File: src/rtl/rx_frame_ingress.sv
// RX ingress: stores incoming frames into free packet-buffer slots and publishes
// (tag, length) descriptors to the dealer; drops on no-slot, overflow or force-stop.
module rx_frame_ingress #(
    parameter int unsigned DATA_WIDTH      = 8,
    parameter int unsigned NUM_SLOTS       = 4,
    parameter int unsigned SLOT_ADDR_WIDTH = 11,
    parameter int unsigned TAG_WIDTH       = 8
) (
    input  logic                                         clk,
    input  logic                                         reset,
    input  logic [DATA_WIDTH-1:0]                        rx_data,
    input  logic                                         rx_valid,
    input  logic                                         rx_last,
    output logic                                         rx_ready,
    input  logic                                         force_stop_rx,
    output logic                                         mem_wr_en,
    output logic [$clog2(NUM_SLOTS)+SLOT_ADDR_WIDTH-1:0] mem_wr_addr,
    output logic [DATA_WIDTH-1:0]                        mem_wr_data,
    output logic                                         frame_valid,
    input  logic                                         frame_ready,
    output logic [TAG_WIDTH-1:0]                         frame_tag,
    output logic [SLOT_ADDR_WIDTH:0]                     frame_len,
    input  logic                                         release_valid,
    input  logic [TAG_WIDTH-1:0]                         release_tag,
    output logic [$clog2(NUM_SLOTS):0]                   free_slots,
    output logic [15:0]                                  drop_count
);

    localparam int unsigned SW = $clog2(NUM_SLOTS);
    localparam int unsigned AW = SW + SLOT_ADDR_WIDTH;
    localparam int unsigned LW = SLOT_ADDR_WIDTH + 1;
    localparam int unsigned CW = SW + 1;

    typedef enum logic [1:0] {IDLE, RECV, DROP, PUBLISH} state_e;

    state_e                     state_q;
    logic [NUM_SLOTS-1:0]       busy_q;
    logic [NUM_SLOTS-1:0]       busy_d;
    logic [SW-1:0]              slot_q;
    logic [SLOT_ADDR_WIDTH-1:0] offset_q;
    logic                       rx_ready_q;
    logic                       wr_en_q;
    logic [AW-1:0]              wr_addr_q;
    logic [DATA_WIDTH-1:0]      wr_data_q;
    logic                       frame_valid_q;
    logic [TAG_WIDTH-1:0]       frame_tag_q;
    logic [LW-1:0]              frame_len_q;
    logic [CW-1:0]              free_q;
    logic [CW-1:0]              free_d;
    logic [15:0]                drop_q;

    logic          accept;
    logic          have_free;
    logic [SW-1:0] alloc_slot;
    logic [SW-1:0] rel_slot;
    logic          rel_held;
    logic          rel_ok;
    logic          claim;
    logic          no_slot_drop;
    logic          offset_full;
    logic          abort;

    assign accept       = rx_valid && rx_ready_q;
    assign offset_full  = (offset_q == {SLOT_ADDR_WIDTH{1'b1}});
    assign claim        = (state_q == IDLE) && accept && have_free;
    assign no_slot_drop = (state_q == IDLE) && accept && !have_free;
    // Force-stop wins over overflow and rx_last while a slot is being filled
    assign abort        = (state_q == RECV) && (force_stop_rx || (accept && offset_full));

    assign rel_slot = release_tag[SW-1:0];
    assign rel_held = ((state_q == RECV) || (state_q == PUBLISH)) && (slot_q == rel_slot);
    assign rel_ok   = release_valid
                   && ({1'b0, release_tag} < (TAG_WIDTH+1)'(NUM_SLOTS))
                   && busy_q[rel_slot]
                   && !rel_held;

    // Lowest-index free slot, taken from the pre-release busy vector
    always_comb begin
        have_free  = 1'b0;
        alloc_slot = '0;
        for (int i = int'(NUM_SLOTS) - 1; i >= 0; i--) begin
            if (!busy_q[i]) begin
                have_free  = 1'b1;
                alloc_slot = SW'(i);
            end
        end
    end

    always_comb begin
        busy_d = busy_q;
        if (rel_ok) busy_d[rel_slot] = 1'b0;
        if (claim)  busy_d[alloc_slot] = 1'b1;
        if (abort)  busy_d[slot_q] = 1'b0;
        free_d = '0;
        for (int i = 0; i < int'(NUM_SLOTS); i++) begin
            free_d = free_d + CW'(!busy_d[i]);
        end
    end

    always_ff @(posedge clk or posedge reset) begin
        if (reset) begin
            state_q       <= IDLE;
            busy_q        <= '0;
            free_q        <= CW'(NUM_SLOTS);
            slot_q        <= '0;
            offset_q      <= '0;
            rx_ready_q    <= 1'b1;
            wr_en_q       <= 1'b0;
            wr_addr_q     <= '0;
            wr_data_q     <= '0;
            frame_valid_q <= 1'b0;
            frame_tag_q   <= '0;
            frame_len_q   <= '0;
            drop_q        <= '0;
        end else begin
            busy_q  <= busy_d;
            free_q  <= free_d;
            wr_en_q <= 1'b0;
            if ((no_slot_drop || abort) && (drop_q != 16'hFFFF)) begin
                drop_q <= drop_q + 16'd1;
            end
            case (state_q)
                IDLE: begin
                    if (accept) begin
                        if (have_free) begin
                            slot_q    <= alloc_slot;
                            offset_q  <= '0;
                            wr_en_q   <= 1'b1;
                            wr_addr_q <= {alloc_slot, {SLOT_ADDR_WIDTH{1'b0}}};
                            wr_data_q <= rx_data;
                            if (rx_last) begin
                                state_q       <= PUBLISH;
                                rx_ready_q    <= 1'b0;
                                frame_valid_q <= 1'b1;
                                frame_tag_q   <= TAG_WIDTH'(alloc_slot);
                                frame_len_q   <= LW'(1);
                            end else begin
                                state_q <= RECV;
                            end
                        end else if (!rx_last) begin
                            state_q <= DROP;
                        end
                    end
                end
                RECV: begin
                    if (abort) begin
                        state_q <= (accept && rx_last) ? IDLE : DROP;
                    end else if (accept) begin
                        offset_q  <= offset_q + SLOT_ADDR_WIDTH'(1);
                        wr_en_q   <= 1'b1;
                        wr_addr_q <= {slot_q, offset_q + SLOT_ADDR_WIDTH'(1)};
                        wr_data_q <= rx_data;
                        if (rx_last) begin
                            state_q       <= PUBLISH;
                            rx_ready_q    <= 1'b0;
                            frame_valid_q <= 1'b1;
                            frame_tag_q   <= TAG_WIDTH'(slot_q);
                            frame_len_q   <= LW'(offset_q) + LW'(2);
                        end
                    end
                end
                DROP: begin
                    if (accept && rx_last) state_q <= IDLE;
                end
                PUBLISH: begin
                    if (frame_ready) begin
                        state_q       <= IDLE;
                        rx_ready_q    <= 1'b1;
                        frame_valid_q <= 1'b0;
                    end
                end
                default: state_q <= IDLE;
            endcase
        end
    end

    assign rx_ready    = rx_ready_q;
    assign mem_wr_en   = wr_en_q;
    assign mem_wr_addr = wr_addr_q;
    assign mem_wr_data = wr_data_q;
    assign frame_valid = frame_valid_q;
    assign frame_tag   = frame_tag_q;
    assign frame_len   = frame_len_q;
    assign free_slots  = free_q;
    assign drop_count  = drop_q;

endmodule

File: config.mk
export PLATFORM = sky130hd
export DESIGN_NAME = rx_frame_ingress
export DESIGN_NICKNAME = d
export VERILOG_FILES = /design/src/rtl/rx_frame_ingress.sv
export SDC_FILE = /design/constraint.sdc
export NUM_CORES = 1
export LEC_CHECK = 0
export ABC_AREA = 1
export BUFFER_PORTS_ARGS = -buffer_cell sky130_fd_sc_hd__buf_4
export CAP_MARGIN = 5
export CORE_UTILIZATION = 42
export CTS_CLUSTER_DIAMETER = 50
export DETAILED_ROUTE_END_ITERATION = 12
export GPL_TIMING_DRIVEN = 0
export MAX_ROUTING_LAYER = met4
export PLACE_DENSITY = 0.72
export SYNTH_ARGS = -nofsm -noshare
export SYNTH_HDL_FRONTEND = slang
export SYNTH_SLANG_ARGS = --single-unit
File: constraint.sdc
create_clock -name clk -period 2.31 [get_ports clk]
set_input_delay 0.231 -clock clk [delete_from_list [all_inputs] [get_ports clk]]
set_output_delay 0.231 -clock clk [all_outputs]
set_load 0.03 [all_outputs]
==> impl_metrics.env <==
export IMPL_outcome="completed"
export IMPL_power_total_mw=2.28
export IMPL_p_per_area_nw_per_um2=442
export IMPL_syn_avg_cell_area_um2=7.38
export IMPL_synthAdderAreaFrac=0.0209
export IMPL_fin_crit_ns=2.22
export IMPL_tightestPinTransition_ns=0.812
export IMPL_wire_per_inst_um=12.7
export IMPL_synthSimpleGateAreaFrac=0.400
export IMPL_clkTransAtPathRegs_ns=0.07
export IMPL_worst_setup_path_type="flip-flop to flip-flop"
export IMPL_ys_ff_latch=65
export IMPL_clk_latency_ns=0.34
export IMPL_layout_common_cells="203 x nand2_1, 105 x buf_4, 52 x nor2_1"
export IMPL_finalCritPeriodShare=0.961
export IMPL_cts_tree="built"
export IMPL_grt_use_total=0.213
export IMPL_firstDrtPassIters=4
export IMPL_postCtsHoldBufs=0
export IMPL_final_area_um2=5160
export IMPL_cts_sinks=65
export IMPL_cp_end_kind="flip-flop"
export IMPL_first_global_vias=3520
export IMPL_min_path_type="primary input to async pin"
export IMPL_synth_edf_count=0
export IMPL_fmax_mhz=450
export IMPL_ys_types=34
export IMPL_post_route_drc_count=0
export IMPL_clockBufferDepth=2
export IMPL_relSlewSlack=0.458
export IMPL_crit_path_top_delay_cell="fa_1"
export IMPL_worst_slack_ns=0.0894
export IMPL_syn_area_um2=3950
export IMPL_via_per_inst=4.94
export IMPL_grt_max_degree=39
export IMPL_start_kind="flip-flop"
export IMPL_synth_top_family_by_area="simple AND/OR/NAND/NOR gates"
export IMPL_seqCellArea_um2=1650
export IMPL_yosysSeqAreaShare=0.413
export IMPL_dp_slack_ns=-0.0989
export IMPL_h_tree_depth=3
export IMPL_core_area_um2=9150
export IMPL_drt_iter0_drc=176
export IMPL_crit_required_ns=2.54
export IMPL_fin_nets=674
export IMPL_critPathMaxFanout=6
export IMPL_dieArea_um2=9790
export IMPL_synth_compound_area_share=0.0437
export IMPL_crit_chain="inv_2, nand2_1, nor2_4, nand2_2, nor2_4, nand3_2, nand2_1, nand2_2, fa_1, ha_2, ha_4"
export IMPL_crit_arrival_ns=2.45
export IMPL_io_pins=86
export IMPL_die_height_um=98.9
export IMPL_drt_wl_total_um=9660
export IMPL_cap_violations=0
export IMPL_synth_top_flop_cell="dfrtp_1"
export IMPL_cts_root_buf="clkbuf_8"
export IMPL_syn2layout_area_growth_pct=30.8
export IMPL_power_leakage_nw=2.66
export IMPL_maxSlewViolCount=0
export IMPL_initial_core_util=0.431
export IMPL_hold_violations=0
export IMPL_dpl_hpwl_um=7050
export IMPL_detailed_place_area_um2=4780
export IMPL_cp_slowest_stage_delay_ns=0.51
export IMPL_grt_pass1_wl_um=16200
export IMPL_ir_worst_vdd_mv=0.385
export IMPL_hold_ws_ns=0.0554
export IMPL_synthCells=535
export IMPL_place_congestion=0.868
export IMPL_multiInputGateArea_um2=2140
export IMPL_ant_nets=0
export IMPL_numPortBuffers=78
export IMPL_synth_xor_xnor_area_share=0.0466
export IMPL_cts_made_buffers=9
export IMPL_overflow=0
export IMPL_final_common_cell="nand2_1"
export IMPL_antenna_found_initial=0
export IMPL_async_flop_share=1.00
export IMPL_vias=3759
export IMPL_num_antenna_cells=0
export IMPL_synthMuxAreaShare=0
export IMPL_drive_above_1_share=0.298
export IMPL_skew_ns=0.00781
export IMPL_nFillCells=852
export IMPL_setup_viol=0
export IMPL_yosysWarnings=0
export IMPL_die_w_um=98.9
export IMPL_rows=35
[metrics by stage]
| stage | util | setup TNS (ns) | instances |
|---|---|---|---|
| after floorplan | - | -0.00104 | 540 |
| after global placement | 0.520 | -27.63 | 729 |
| after detailed placement | 0.522 | -0.0989 | 730 |
| after CTS | 0.550 | 0 | 750 |
| after global routing | 0.564 | -0.00159 | 761 |
| final | 0.564 | 0 | 761 |
[metal layers]
metal	vias up	GRT usage	share of wire
met5	-	-	0
met4	0	0.0838	0.019
met3	13	0.0418	0.056
met2	116	0.350	0.48
met1	1719	0.257	0.45
li1	1911	-	-
[area by class of cell]
cell class                 instances  share of cell area
tap                              111              0.0269
sequential                        65               0.319
clock buffer                      14              0.0334
multi-input combinational        417               0.414
inverter                          34              0.0247
timing repair buffer              96               0.142
buffer                            22              0.0329
clock inverter                     2             0.00678
[timing repair]
item	CTS	global route
endpoints found under the setup margin	1	3
pin swaps	3	11
buffers inserted	5	12
resized for setup	7	15
gates cloned	0	0
[logic make-up after synthesis]
family,Yosys count
xor gates and xnor gates,21
and+or+nand+nor,352
adders and majority gates,6
other,1
buffers and inverters,58
DFF,65
AOI/OAI and AO/OA,32
[Yosys cell counts (3+ instances only)]
library cell / number / area (um^2)
nand2_1: 207 / 777
buf_6: 4 / 45.0
ha_1: 5 / 62.6
o21ai_0: 14 / 70.1
nand3_1: 43 / 215
buf_2: 7 / 35.0
nand2_2: 4 / 25.0
buf_4: 11 / 82.6
dfrtp_1: 63 / 1580
nand4_1: 20 / 125
nor2_1: 56 / 210
xor2_1: 12 / 105
a21oi_1: 12 / 60.1
nor2_2: 3 / 18.8
xnor2_1: 9 / 78.8
nand2_4: 5 / 56.3
inv_1: 32 / 120
nor3_1: 3 / 15.0
[power by group]
group | switching (mW) | internal, mW
registers | 0.00341 | 1.14
logic | 0.0748 | 0.0506
clock network | 0.422 | 0.587
[path summary, 6_finish.rpt]
path,depth (start not counted),slack (ns),endpoint,startpoint
max,11,0.09,free_slots[1],state_q[0]
min,2,0.06,frame_tag[0],reset
max reg2reg,11,0.09,free_slots[1],state_q[0]
min reg2reg,2,0.47,frame_tag[0],frame_tag[0]
max in group asynchronous,3,1.56,rx_ready,reset
min in group clk,3,0.08,mem_wr_data[5],rx_data[5]
[worst max-delay path, delay by kind of cell (launching register included)]
kind | cells | cell delay, ns
simple gates | 7 | 0.67
fa+ha+maj | 3 | 0.89
flops | 1 | 0.45
buf+inv | 1 | 0.09
[sequential cells by signal, indices dropped and copies added, names as in the netlist]
register / cells
frame_tag: 2
busy_q: 4
offset_q: 10
state_q: 2
drop_count: 16
free_slots: 3
frame_valid: 1
mem_wr_en: 1
mem_wr_addr: 3
frame_len: 12
slot_q: 2
mem_wr_data: 8
rx_ready: 1
(Power assumes the default switching activity.)
